### src/rtl/rbm_vote_classifier.sv
// Per-class spike vote accumulator with sequential argmax over NUM_CLASSES counters.
// Latency: count visible the cycle after its sample; done NUM_CLASSES+1 cycles after the last sample.
// Backpressure: none; out-of-order or unexpected spike_valid is dropped and flagged on sticky err.
module rbm_vote_classifier #(
    parameter int NUM_CLASSES = 10,
    parameter int CNT_W       = 8,
    parameter int ITER_W      = 8,
    parameter int CLS_W       = 4
) (
    input  logic              clock,
    input  logic              reset,
    input  logic              start,
    input  logic [ITER_W-1:0] num_iter,
    input  logic              spike_valid,
    input  logic              spike,
    input  logic [CLS_W-1:0]  spike_class,
    output logic              busy,
    output logic              done,
    output logic [CLS_W-1:0]  winner,
    output logic [CNT_W-1:0]  winner_count,
    output logic              tie,
    output logic              err,
    input  logic [CLS_W-1:0]  rd_class,
    output logic [CNT_W-1:0]  rd_count
);

    typedef enum logic [1:0] {
        IDLE  = 2'd0,
        ACCUM = 2'd1,
        SCAN  = 2'd2,
        DONE  = 2'd3
    } state_t;

    localparam logic [CLS_W-1:0] LAST_CLS = CLS_W'(NUM_CLASSES - 1);
    localparam logic [CNT_W-1:0] CNT_MAX  = '1;

    state_t state_q, state_d;

    logic [CNT_W-1:0]  cnt [NUM_CLASSES];
    logic [ITER_W-1:0] iter_cnt;
    logic [ITER_W-1:0] num_iter_q;
    logic [CLS_W-1:0]  exp_cls;
    logic [CLS_W-1:0]  scan_idx;
    logic [CNT_W-1:0]  max_val;
    logic [CLS_W-1:0]  max_idx;
    logic              tie_run;
    logic [CLS_W-1:0]  winner_q;
    logic [CNT_W-1:0]  winner_count_q;
    logic              tie_q;
    logic              err_q;

    logic              start_acc;
    logic              accept;
    logic              last_cls;
    logic [ITER_W-1:0] iter_nxt;
    logic [CNT_W-1:0]  scan_val;
    logic [CNT_W-1:0]  cand_val;
    logic [CLS_W-1:0]  cand_idx;
    logic              cand_tie;
    logic [CNT_W-1:0]  rd_count_c;

    assign start_acc = (state_q == IDLE) && start;
    assign accept    = (state_q == ACCUM) && spike_valid && (spike_class == exp_cls);
    assign last_cls  = (exp_cls == LAST_CLS);
    assign iter_nxt  = iter_cnt + ITER_W'(1);

    always_comb begin
        scan_val   = '0;
        rd_count_c = '0;
        for (int i = 0; i < NUM_CLASSES; i++) begin
            if (scan_idx == CLS_W'(i)) scan_val = cnt[i];
            if (rd_class == CLS_W'(i)) rd_count_c = cnt[i];
        end
    end

    // Strict greater-than keeps the lowest index on equal counts.
    always_comb begin
        cand_val = max_val;
        cand_idx = max_idx;
        cand_tie = tie_run;
        if (scan_idx == '0) begin
            cand_val = scan_val;
            cand_idx = scan_idx;
            cand_tie = 1'b0;
        end else if (scan_val > max_val) begin
            cand_val = scan_val;
            cand_idx = scan_idx;
            cand_tie = 1'b0;
        end else if (scan_val == max_val) begin
            cand_tie = 1'b1;
        end
    end

    always_comb begin
        state_d = state_q;
        case (state_q)
            IDLE: begin
                if (start) state_d = (num_iter == '0) ? DONE : ACCUM;
            end
            ACCUM: begin
                if (accept && last_cls && (iter_nxt == num_iter_q)) state_d = SCAN;
            end
            SCAN: begin
                if (scan_idx == LAST_CLS) state_d = DONE;
            end
            DONE: begin
                state_d = IDLE;
            end
            default: state_d = IDLE;
        endcase
    end

    always_ff @(posedge clock or posedge reset) begin
        if (reset) begin
            state_q <= IDLE;
        end else begin
            state_q <= state_d;
        end
    end

    always_ff @(posedge clock or posedge reset) begin
        if (reset) begin
            for (int i = 0; i < NUM_CLASSES; i++) cnt[i] <= '0;
            iter_cnt       <= '0;
            num_iter_q     <= '0;
            exp_cls        <= '0;
            scan_idx       <= '0;
            max_val        <= '0;
            max_idx        <= '0;
            tie_run        <= 1'b0;
            winner_q       <= '0;
            winner_count_q <= '0;
            tie_q          <= 1'b0;
            err_q          <= 1'b0;
        end else begin
            if (start_acc) begin
                for (int i = 0; i < NUM_CLASSES; i++) cnt[i] <= '0;
                iter_cnt       <= '0;
                num_iter_q     <= num_iter;
                exp_cls        <= '0;
                scan_idx       <= '0;
                winner_q       <= '0;
                winner_count_q <= '0;
                tie_q          <= (num_iter == '0);
                err_q          <= 1'b0;
            end else if (spike_valid && !accept) begin
                err_q <= 1'b1;
            end

            if (accept) begin
                for (int i = 0; i < NUM_CLASSES; i++) begin
                    if ((exp_cls == CLS_W'(i)) && (cnt[i] != CNT_MAX)) begin
                        cnt[i] <= cnt[i] + CNT_W'(spike);
                    end
                end
                if (last_cls) begin
                    exp_cls  <= '0;
                    iter_cnt <= iter_nxt;
                end else begin
                    exp_cls <= exp_cls + CLS_W'(1);
                end
            end

            if (state_q == SCAN) begin
                max_val <= cand_val;
                max_idx <= cand_idx;
                tie_run <= cand_tie;
                if (scan_idx == LAST_CLS) begin
                    scan_idx       <= '0;
                    winner_q       <= cand_idx;
                    winner_count_q <= cand_val;
                    tie_q          <= cand_tie;
                end else begin
                    scan_idx <= scan_idx + CLS_W'(1);
                end
            end
        end
    end

    assign busy         = (state_q == ACCUM) || (state_q == SCAN);
    assign done         = (state_q == DONE);
    assign winner       = winner_q;
    assign winner_count = winner_count_q;
    assign tie          = tie_q;
    assign err          = err_q;
    assign rd_count     = rd_count_c;

endmodule

### config.mk
export PLATFORM = sky130hd
export DESIGN_NAME = rbm_vote_classifier
export DESIGN_NICKNAME = d
export VERILOG_FILES = /design/src/rtl/rbm_vote_classifier.sv
export SDC_FILE = /design/constraint.sdc
export NUM_CORES = 1
export LEC_CHECK = 0
export BUFFER_PORTS_ARGS = -buffer_cell sky130_fd_sc_hd__buf_4
export CAP_MARGIN = 0
export CORE_ASPECT_RATIO = 0.7
export CORE_MARGIN = 10
export CORE_UTILIZATION = 39
export CTS_CLUSTER_DIAMETER = 80
export DETAILED_ROUTE_END_ITERATION = 10
export PLACE_DENSITY = 0.51
export SYNTH_ARGS = -nofsm -noshare
export SYNTH_HDL_FRONTEND = slang
export SYNTH_SLANG_ARGS = --single-unit
export TNS_END_PERCENT = 50
### constraint.sdc
create_clock -name clock -period 5.9 [get_ports clock]
set_input_delay 1.18 -clock clock [delete_from_list [all_inputs] [get_ports clock]]
set_output_delay 1.18 -clock clock [all_outputs]
set_load 0.005 [all_outputs]
; Yosys cells after proc, flatten, opt, wreduce, memory -nomap -nowiden
; Index checks and enable logic that the tools add are counted.
[totals]
register_bits = 133
inputBits = 21
output_inout_bits = 24
elab_cells = 172
[op_classes]
addsub = 13
n_lt_le_gt_ge = 1
eq_ne = 46
mux = 63
n_reduce_logical = 27
[ops]
columns = operator, n
row1 = $mux W8, 38
row2 = $mux W80, 2
row3 = $add A8 B1 Y8, 10
row4 = $ne A8 B8 Y1 const B, 10
row5 = $eq A4 B3 Y1 const B, 12
row6 = $mux W4, 10
row7 = $eq A4 B2 Y1 const B, 6
row8 = $eq A4 B4 Y1 const B, 6
row9 = $eq A8 B8 Y1, 2
row10 = $logic_and A1 B1 Y1, 16
row11 = $eq A4 B1 Y1 const B, 3
row12 = $logic_not A4 Y1, 3
row13 = $add A4 B1 Y4 const B, 2
row14 = $add A8 B1 Y8 const B, 1
row15 = $gt A8 B8 Y1, 1
row16 = $logic_not A8 Y1, 1
row17 = $mux W1, 8
row18 = $mux W2, 4
row19 = $pmux W2 S4, 1
row20 = $reduce_bool A2 Y1, 3
row21 = $eq A2 B2 Y1 const B, 2
row22 = $eq A4 B4 Y1, 1
row23 = $ne A2 B2 Y1 const B, 2
row24 = $reduce_and A3 Y1, 1
row25 = 5 further kinds, 5

; Logic depth before layout (Yosys ltp)
; Gate-level depths: netlist (run 1).
[logic_depth]
depth_word = 17
mapped_depth = 14
ltp_nobuf = 12

; Worst setup path after synthesis (run 1)
; OpenSTA, ideal clock, no wires.
[synth_path]
path_type = input-to-output
startpoint = input rd_class[0]
endpoint = output rd_count[0]
t_arrival_ns = 2.507
required_ns = 4.720
path_slack_ns = 2.213
path_stages = 6
path_buffers = 2
path_cell_list = clkbuf_1 > clkbuf_1 > mux2i_1 > o22ai_1 > nor3_1 > o21ai_0
[synth_between]
elab_chain_len = 11
elab_cells_between_ends = 20
cone_classes = 9 x eq/ne / 10 x mux / 1 x reduce/logical
[synth_rtl]
columns = element, line_no
row1 = from (decl), 23  ; input logic [CLS_W-1:0] rd_class,
row2 = $logic_not A4 Y1, 72  ; if (rd_class == CLS_W'(i)) rd_count_c = cnt[i];
row3 = $mux W8 (9 in series), 72
row4 = $mux W8 *, 72
row5 = to (decl), 24  ; output logic [CNT_W-1:0] rd_count
; Every way passes the cells marked *; elsewhere a longest branch is shown, timed or not.

; Worst setup path in the final report (run 1)
[layout_path]
startpoint = register scan_idx[2]
endpoint = register max_val[7]
[layout_between]
elab_chain_len = 14
elab_cells_between_ends = 23
cone_classes = 1 x order compare / 9 x eq/ne / 12 x mux / 1 x reduce/logical
[layout_rtl]
columns = element, line_no
row1 = from (decl), 43  ; logic [CLS_W-1:0] scan_idx;
row2 = from (signal assigned), 174  ; scan_idx <= scan_idx + CLS_W'(1);
row3 = $logic_not A4 Y1, "71, 81"
row4 = $mux W8 (10 in series), 71  ; if (scan_idx == CLS_W'(i)) scan_val = cnt[i];
row5 = $gt A8 B8 Y1, 85  ; end else if (scan_val > max_val) begin
row6 = $mux W8, 85
row7 = $mux W8 *, 81  ; if (scan_idx == '0) begin
row8 = to (signal assigned), 165  ; max_val <= cand_val;
row9 = to (decl), 44  ; logic [CNT_W-1:0] max_val;
; Marked as above.
; A chain may end at the register's enable or synchronous reset.

==> out/results.ini, run 1 <==
[detailed_routing]
detail-route-antenna-nets = 0
first_pass_iters = 6
drc = 0
avgRoutedWirePerCell_um = 21.32
avgViaCountPerCell = 5.975
route.vias.total = 8007
wl_mm = 28.57
drt_iter0_markers = 831

[worst_setup_path]
critical_path_class = reg -> reg
cp-start-kind = flop
arrival_ps = 4610
cp.required_ps = 6210
endpoint_kind = flop
slowest_delay_ps = 760
worstPathMaxFanout = 21
critical-path-slowest-cell = dfrtp_1
worstReg2RegEnd = max_val[7]$_DFFE_PP0P_
r2r_slack_ps = 1590
r2r_start = scan_idx[2]$_DFFE_PP0P_
worst_path_most_repeated_cell = a21oi_1
path_cells = clkinv_1, nor2_1, nand3_1, or2_2, a21oi_1, inv_1, ha_1, nand4_1, a21oi_1, o22ai_1, a21oi_1, buf_4, mux2_2
ff2ff_path_depth = 13

[hold_path]
hold_path_class = reg -> reg
min_path_cells = 2
min_to = winner[0]$_DFF_PP0_
hp-start = winner[0]$_DFF_PP0_

[run]
drv_cap = 0

[final_layout]
finalNetCount = 1101
mostFrequentLayoutCells = o21ai_0 (133), dfrtp_1 (133), nand2_1 (130)
insertedDiodeCount = 0
drive_gt1_share_pct = 11.81
fin_area_um2 = 10010
fin_util_pct = 45.72
area_growth_pct = 13.84

[synth]
yosys.area.top_type_share_pct = 37.83
avgSynthCellArea_um2 = 8.583
synthDistinctLibCells = 66
synth.area.mux_share_pct = 8.633
synth-simple-area-share_pct = 23.51
netlist_instances = 1025
synth-seq-cells = 133
synth.area.top_cells = dfrtp_1 (38%), o21ai_0 (7.6%), mux2i_1 (5.7%), nand2_1 (5.5%), ha_1 (4.8%)
synth_top_area_cell = dfrtp_1
synth-edff-count = 0
synth_top_family_by_area = simple AND/OR/NAND/NOR gates
synth_warnings = 0
synth_xor_xnor_area_share_pct = 1.294
synth_fa_ha_area_share_pct = 4.836
synth_flop_cell = dfrtp_1
synth_compound_area_share_pct = 20.01
async_reset_ff_share_pct = 100.0
syn_area_um2 = 8797
synth.net_count = 1080
ys_seq_area_share_pct = 37.83

[global_routing]
grt_pass1_vias = 7396
grt_pass1_wl_mm = 45.41
antenna_found_initial = 0
track_usage_pct = 20.02
grt.overflow.total = 0
grt_start_max_net_pins = 54

[clocking]
path_clk_slew_ps = 50
cts_max_path_buffers = 2
cts.sinks = 133
postCtsSetupBuffers = 0
clock-root-buffer = clkbuf_16
cts-resized-gates = 0
numCtsBuffers = 17
cts_hold_buf = 0
tritoncts = done
clkLatencyLatePin_ps = 430
h-tree-depth = 4

[timing]
hold_violations = 0
min_period_over_period_pct = 72.98
clock.fmax_mhz = 232.3
relSlewSlack_pct = 44.41
holdWs_ps = 507.8
setup_viol = 0
setup_tns_ps = 0
maxSlewViolCount = 0
min_period_ps = 4306
finClkSkew_ps = 14.48
rsz0062_at_grt = false
tightest_slew_ps = 826.2

[pwr]
power_leakage_uw = 0.004397
powerDensity_nw_per_um2 = 262.9
total_power_uw = 2632
ir_drop_mv = 0.1936

[placement]
gp_congestion = 0.8965
placed_area_um2 = 9358
portBuffers = 44
dpl.hpwl_mm = 21.00

[floorplan]
die_width_um = 199.5
dieArea_um2 = 29060
die_y_um = 145.7
io_pins = 45
start_util_pct = 40.17
core-area_um2 = 21900
rows = 45

[status]
status = finished clean

==> cells by family (layout without fill, tap and decap cells) <==
kind of cell | count (synthesis) | after routing
buf+inv | 87 | 120
compound gates | 287 | 287
xor+xnor | 13 | 13
flops | 133 | 133
simple gates | 405 | 405
mux | 66 | 66
fa+ha+maj | 34 | 34
==> worst max-delay path: cells and delay by family, from the launching register on <==
kind	cells	cell delay [ps]
and+or+nand+nor	4	1060
adders and majority gates	1	300
AOI/OAI and AO/OA	4	960
buffers and inverters	3	760
DFF	1	760
muxes	1	350
==> sequential cells by signal, indices dropped and copies added (netlist names) <==
| register | count |
|---|---|
| winner | 4 |
| tie_run | 1 |
| max_idx | 4 |
| err | 1 |
| iter_cnt | 8 |
| num_iter_q | 8 |
| state_q | 2 |
| max_val | 8 |
| winner_count | 8 |
| tie | 1 |
| scan_idx | 4 |
| exp_cls | 4 |
| cnt | 80 |
==> cell type report <==
type	instances	area [um^2]
clock buffers	22	484.2
flip-flops and latches	133	3328
repair buffers	56	420.4
fillers	2121	11890
inverters	33	128.9
multi-input cells	805	5127
clock inverters	9	172.7
well taps	282	352.8
==> report_power, final <==
part           internal, uW  switching [uW]
Combinational           132             231
Sequential              959             106
Clock                   790             415
Total                  1880             752
==> worst max path at each step <==
stage	from	endpoint	slack (ps)	cells after the start
final	scan_idx[2]$_DFFE_PP0P_	max_val[7]$_DFFE_PP0P_	1590	13
after global routing	scan_idx[2]$_DFFE_PP0P_	max_val[7]$_DFFE_PP0P_	1220	13
after CTS	scan_idx[2]$_DFFE_PP0P_	max_val[7]$_DFFE_PP0P_	1670	13
after detailed placement	scan_idx[2]$_DFFE_PP0P_	max_val[7]$_DFFE_PP0P_	1680	13
after global placement	scan_idx[2]$_DFFE_PP0P_	max_val[7]$_DFFE_PP0P_	1890	13
after floorplan	reset	cnt[0]$_DFF_PP0_	1170	1
==> cell usage after synthesis, types with 3 or more instances <==
library cell,instances
o2bb2ai_1,3
xnor2_1,3
nor3_1,10
nor2b_1,24
mux4_2,7
nor4_1,7
buf_2,5
o221ai_1,6
a31oi_1,12
inv_1,32
nand3b_1,3
nor2_1,74
o41ai_1,3
o21ai_0,133
buf_1,7
nand4_1,29
a41oi_1,5
o31ai_1,18
o22ai_1,22
nand2b_1,12
a211o_1,3
nor4_4,3
or2_2,3
mux2i_1,50
ha_1,34
a22oi_1,4
nand3_1,45
nand2_1,130
and2_1,10
or3b_2,4
clkbuf_1,40
a21o_1,6
a221o_1,4
or3_1,5
o211ai_1,3
a31o_2,3
a21oi_1,43
xor2_1,10
and4_1,6
and3_1,25
mux2_2,9
or4_1,5
dfrtp_1,133
==> metal layers <==
layer	up-vias	part of all wire [%]	global-route usage [%]
li1	3822	-	-
met1	3869	52	31.47
met2	290	40	25.89
met3	26	7.5	5.075
met4	0	1.3	4.719
met5	-	0	0
==> per-stage QoR <==
stage | cells | setup slack, ps
global route | 1340 | 1222
global placement | 1309 | 1895
floorplan | 1025 | 1166
finish | 1340 | 1594
detailed placement | 1309 | 1680
CTS | 1340 | 1669
(Power assumes the default switching activity.)
==> run 2, diff against run 1 <==
Settings changed: PLACE_DENSITY 0.51 to 0.53.
Clock period 5.9 ns to 3.65 ns, I/O delays scaled along.
==> out/results.ini, run 2 (synthesized netlist as in run 1, its figures left out) <==
[status]
status = finished clean

[floorplan]
die_width_um = 199.5
start_util_pct = 40.17
core-area_um2 = 21900
io_pins = 45
dieArea_um2 = 29060
die_y_um = 145.7
rows = 45

[timing]
min_period_over_period_pct = 92.28
tightest_slew_ps = 911.6
hold_violations = 0
setup_tns_ps = 0
setup_viol = 0
rsz0062_at_grt = false
clock.fmax_mhz = 296.9
relSlewSlack_pct = 39.08
min_period_ps = 3368
maxSlewViolCount = 0
finClkSkew_ps = 11.53

[worst_setup_path]
arrival_ps = 3680
critical_path_class = reg -> reg
endpoint_kind = flop
cp-start-kind = flop
cp.required_ps = 3960
worstPathMaxFanout = 15

[placement]
dpl.hpwl_mm = 21.98
portBuffers = 44
gp_congestion = 0.9896

[detailed_routing]
first_pass_iters = 5
avgRoutedWirePerCell_um = 21.10
avgViaCountPerCell = 5.947
drc = 0
detail-route-antenna-nets = 0
drt_iter0_markers = 857
wl_mm = 28.99
route.vias.total = 8171

[pwr]
ir_drop_mv = 0.3444
powerDensity_nw_per_um2 = 395.2
total_power_uw = 4046
power_leakage_uw = 0.004530

[global_routing]
met3_usage_pct = 6.321
track_usage_pct = 20.35
antenna_found_initial = 0
met1_usage_pct = 32.20
grt_pass1_vias = 7525
grt.overflow.total = 0
grt_pass1_wl_mm = 45.77
grt-busiest-layer = met1
grt_start_max_net_pins = 83
grtUsageMet2_pct = 25.52

[clocking]
cts_hold_buf = 0
h-tree-depth = 4
cts.sinks = 133
clock-root-buffer = clkbuf_16
tritoncts = done
numCtsBuffers = 17
clkLatencyLatePin_ps = 440
cts_max_path_buffers = 2
path_clk_slew_ps = 70

[final_layout]
finalNetCount = 1136
area_growth_pct = 16.37
top_register = cnt
insertedDiodeCount = 0
largest_reg_flops = 80
fillers = 2111
mostFrequentLayoutCell = o21ai_0
drive_gt1_share_pct = 14.84
mostFrequentLayoutCells = o21ai_0 (133), dfrtp_1 (131), nand2_1 (130)

[hold_path]
hold_path_class = in -> async

[run]
drv_cap = 0

==> run 2: stage by stage <==
step	cells	worst slack (ps)	instance area, um^2	util [%]	hold WS (ps)
after global routing	1374	33.03	10240	46.74	437.1
after floorplan	1025	180.2	8801	-	462.9
final	1374	281.6	10240	46.74	404.3
after CTS	1374	148.2	10230	46.71	417.4
after global placement	1344	285.4	9657	44.09	488.9
after detailed placement	1344	166.9	9657	44.09	489.4
==> run 2: worst max-delay path: stages (launching register included) <==
cell      delay, ps
dfrtp_2         510
buf_4           210
or3b_2          480
o21ai_0          90
a221oi_1         90
nand2b_1        190
a21oi_2         200
inv_1            70
ha_1            300
a21oi_1         130
a21oi_1          80
o22ai_1         200
buf_4           240
a21oi_1         140
a221o_1         320
==> run 2: routing by layer <==
metal  vias up  share of wire (%)
met1      3952                 51
li1       3903                  -
met5         -                  0
met3        18                9.5
met2       298                 39
met4         0               0.86
==> run 2: path summary, 6_finish.rpt <==
path                                                start  depth (start not counted)  slack, ps                         to
min in group clock              winner_count[5]$_DFF_PP0_                          2        490  winner_count[5]$_DFF_PP0_
worst min-delay path                                reset                          3        400          cnt[65]$_DFF_PP0_
worst max-delay path              scan_idx[0]$_DFFE_PP0P_                         14        280  winner_count[7]$_DFF_PP0_
worst max register to register    scan_idx[0]$_DFFE_PP0P_                         14        280  winner_count[7]$_DFF_PP0_
max in group asynchronous                           reset                          3       2750    scan_idx[0]$_DFFE_PP0P_
worst min register to register  winner_count[5]$_DFF_PP0_                          2        490  winner_count[5]$_DFF_PP0_
==> run 2: where the power goes <==
part           total, uW  switching (uW)  leakage [uW]  internal, uW
registers           1690             140       0.00178          1550
clock network       1700             685      0.000268          1020
logic                653             401       0.00248           252
==> run 2: cell type report <==
class | count | area, um^2 | share of cell area (%)
clock buffers | 19 | 442.9 | 4.327
inverters | 33 | 127.6 | 1.247
clock inverters | 11 | 130.1 | 1.271
well taps | 282 | 352.8 | 3.447
flip-flops and latches | 133 | 3331 | 32.53
multi-input cells | 805 | 5132 | 50.13
repair buffers | 91 | 720.7 | 7.040
==> run 2: timing repair <==
item / 4_1_cts / 5_1_grt
resized for setup: 0 / 4
setup endpoints to repair: 0 / 19
buffers inserted: 0 / 0
==> run 3, diff against run 2 <==
Settings changed: BUFFER_PORTS_ARGS -buffer_cell sky130_fd_sc_hd__buf_4 to unset, DONT_BUFFER_PORTS set to 1, PLACE_DENSITY 0.53 to 0.51.
==> out/results.ini, run 3 (synthesized netlist as in run 1, its figures left out) <==
[global_routing]
grt.overflow.total = 0
grt_start_max_net_pins = 54
track_usage_pct = 20.44
grt_pass1_vias = 7166
grt_pass1_wl_mm = 45.64
antenna_found_initial = 0

[clocking]
h-tree-depth = 4
clkLatencyLatePin_ps = 440
tritoncts = done
numCtsBuffers = 17
clock-root-buffer = clkbuf_16
path_clk_slew_ps = 70
cts.sinks = 133
cts_max_path_buffers = 2

[worst_setup_path]
cp-start-kind = flop
endpoint_kind = flop
worstPathMaxFanout = 12
slowest_delay_ps = 470
critical_path_class = reg -> reg
cp.required_ps = 3970
r2r_start = scan_idx[1]$_DFFE_PP0P_
critical-path-slowest-cell = o22ai_1
path_cells = buf_4, inv_1, nand3_1, o22ai_1, ha_1, nor2b_1, o211ai_1, a21oi_1, o22ai_1, buf_4, a21oi_1, a221o_1
worstReg2RegEnd = winner_count[4]$_DFF_PP0_
arrival_ps = 3700
r2r_slack_ps = 270
ff2ff_path_depth = 12

[floorplan]
die_width_um = 199.5
io_pins = 45
start_util_pct = 40.17
core-area_um2 = 21900
dieArea_um2 = 29060
die_y_um = 145.7
rows = 45

[pwr]
swShare_pct = 29.64
combPwrFrac_pct = 14.4
powerDensity_nw_per_um2 = 416.5
seqPwrFrac_pct = 40.4
p_clk_share_pct = 45.2
ir_drop_mv = 0.3277
internal-power_uw = 2943
power_leakage_uw = 0.004403
total_power_uw = 4183
switching_power_uw = 1240

[final_layout]
insertedDiodeCount = 0
fillers = 2110
top_register = cnt
finalNetCount = 1102
largest_reg_flops = 80
mostFrequentLayoutCells = o21ai_0 (133), dfrtp_1 (133), nand2_1 (130)
area_growth_pct = 14.17
drive_gt1_share_pct = 12.17
fin_util_pct = 45.86
final_cells = 1342

[status]
status = finished clean

[detailed_routing]
drt_iter0_markers = 949
avgViaCountPerCell = 5.950
wl_mm = 29.13
drc = 0
detail-route-antenna-nets = 0
route.vias.total = 7985
first_pass_iters = 7
avgRoutedWirePerCell_um = 21.70

[placement]
portBuffers = 0
place_ws_ps = 361.3
placed_cells = 1310
dpl.hpwl_mm = 21.93
gp_congestion = 1.005

[timing]
min_period_over_period_pct = 92.62
tightest_slew_ps = 863.8
relSlewSlack_pct = 42.29
setup_viol = 0
clock.fmax_mhz = 295.8
rsz0062_at_grt = false
setup_tns_ps = 0
finClkSkew_ps = 12.24
setup_ws_ps = 269.5
maxSlewViolCount = 0
hold_violations = 0
min_period_ps = 3380

[run]
drv_cap = 0

[hold_path]
hold_path_class = in -> async

[run 3: cell count changes in the layout (fill, tap and decap cells not counted), sizes merged]
| cell | before | now |
|---|---|---|
| clkinv | 5 | 6 |
| inv | 32 | 34 |
| clkbuf | 19 | 18 |
| bufinv | 2 | 4 |
| clkinvlp | 5 | 3 |
| buf | 91 | 57 |
[run 3: final cells by class]
type	instances	area (um^2)	share of cell area, %
clock inverter	14	198.9	1.981
inverter	33	131.4	1.308
multi-input combinational	805	5127	51.05
tap	282	352.8	3.513
timing repair buffer	57	465.4	4.634
sequential	133	3328	33.14
clock buffer	18	439.2	4.373
[run 3: power by group through the flow]
stage	Clock (uW)	Combinational, uW	Sequential, uW
finish	1890	601	1690
global route	2000	666	1700
CTS	1920	596	1690
detailed placement	0	592	1710
global placement	0	592	1710
floorplan	0	421	1640
[run 3: critical path, delay by kind of cell (launching register included)]
kind                     cells  cell delay [ps]
flip-flops                   1              430
AO/OA/AOI/OAI                6             1480
AND/OR/NAND/NOR              2              420
buffers and inverters        3              590
adder cells (fa/ha/maj)      1              330
[run 3: stage by stage]
step                cell area [um^2]  hold WS [ps]
finish                         10040         330.0
global route                   10040         387.2
CTS                            10040         346.4
detailed placement              9402         490.3
global placement                9402         491.6
floorplan                       8801         462.9
[run 3: layer usage]
| metal | up-vias | track usage, % | wire, um |
|---|---|---|---|
| met2 | 261 | 25.74 | 11230 |
| li1 | 3835 | - | - |
| met3 | 36 | 7.151 | 2616 |
| met4 | 0 | 4.379 | 370 |
| met1 | 3853 | 31.68 | 14910 |
| met5 | - | 0 | 0 |
[run 3: how the worst max path moves through the flow]
stage                                end  depth (start not counted)               startpoint
6_report       winner_count[4]$_DFF_PP0_                         12  scan_idx[1]$_DFFE_PP0P_
5_1_grt        winner_count[1]$_DFF_PP0_                         13  scan_idx[2]$_DFFE_PP0P_
4_1_cts        winner_count[1]$_DFF_PP0_                         13  scan_idx[2]$_DFFE_PP0P_
3_5_place_dp   winner_count[1]$_DFF_PP0_                         13  scan_idx[2]$_DFFE_PP0P_
3_3_place_gp   winner_count[4]$_DFF_PP0_                         14  scan_idx[0]$_DFFE_PP0P_
2_1_floorplan     max_val[0]$_DFFE_PP0P_                         14  scan_idx[2]$_DFFE_PP0P_
[run 3: what timing repair did]
| item | CTS | global route |
|---|---|---|
| setup buffers | 0 | 0 |
| hold buffers | 0 | 0 |
| setup endpoints to repair | 0 | 3 |
| resized for setup | 0 | 1 |
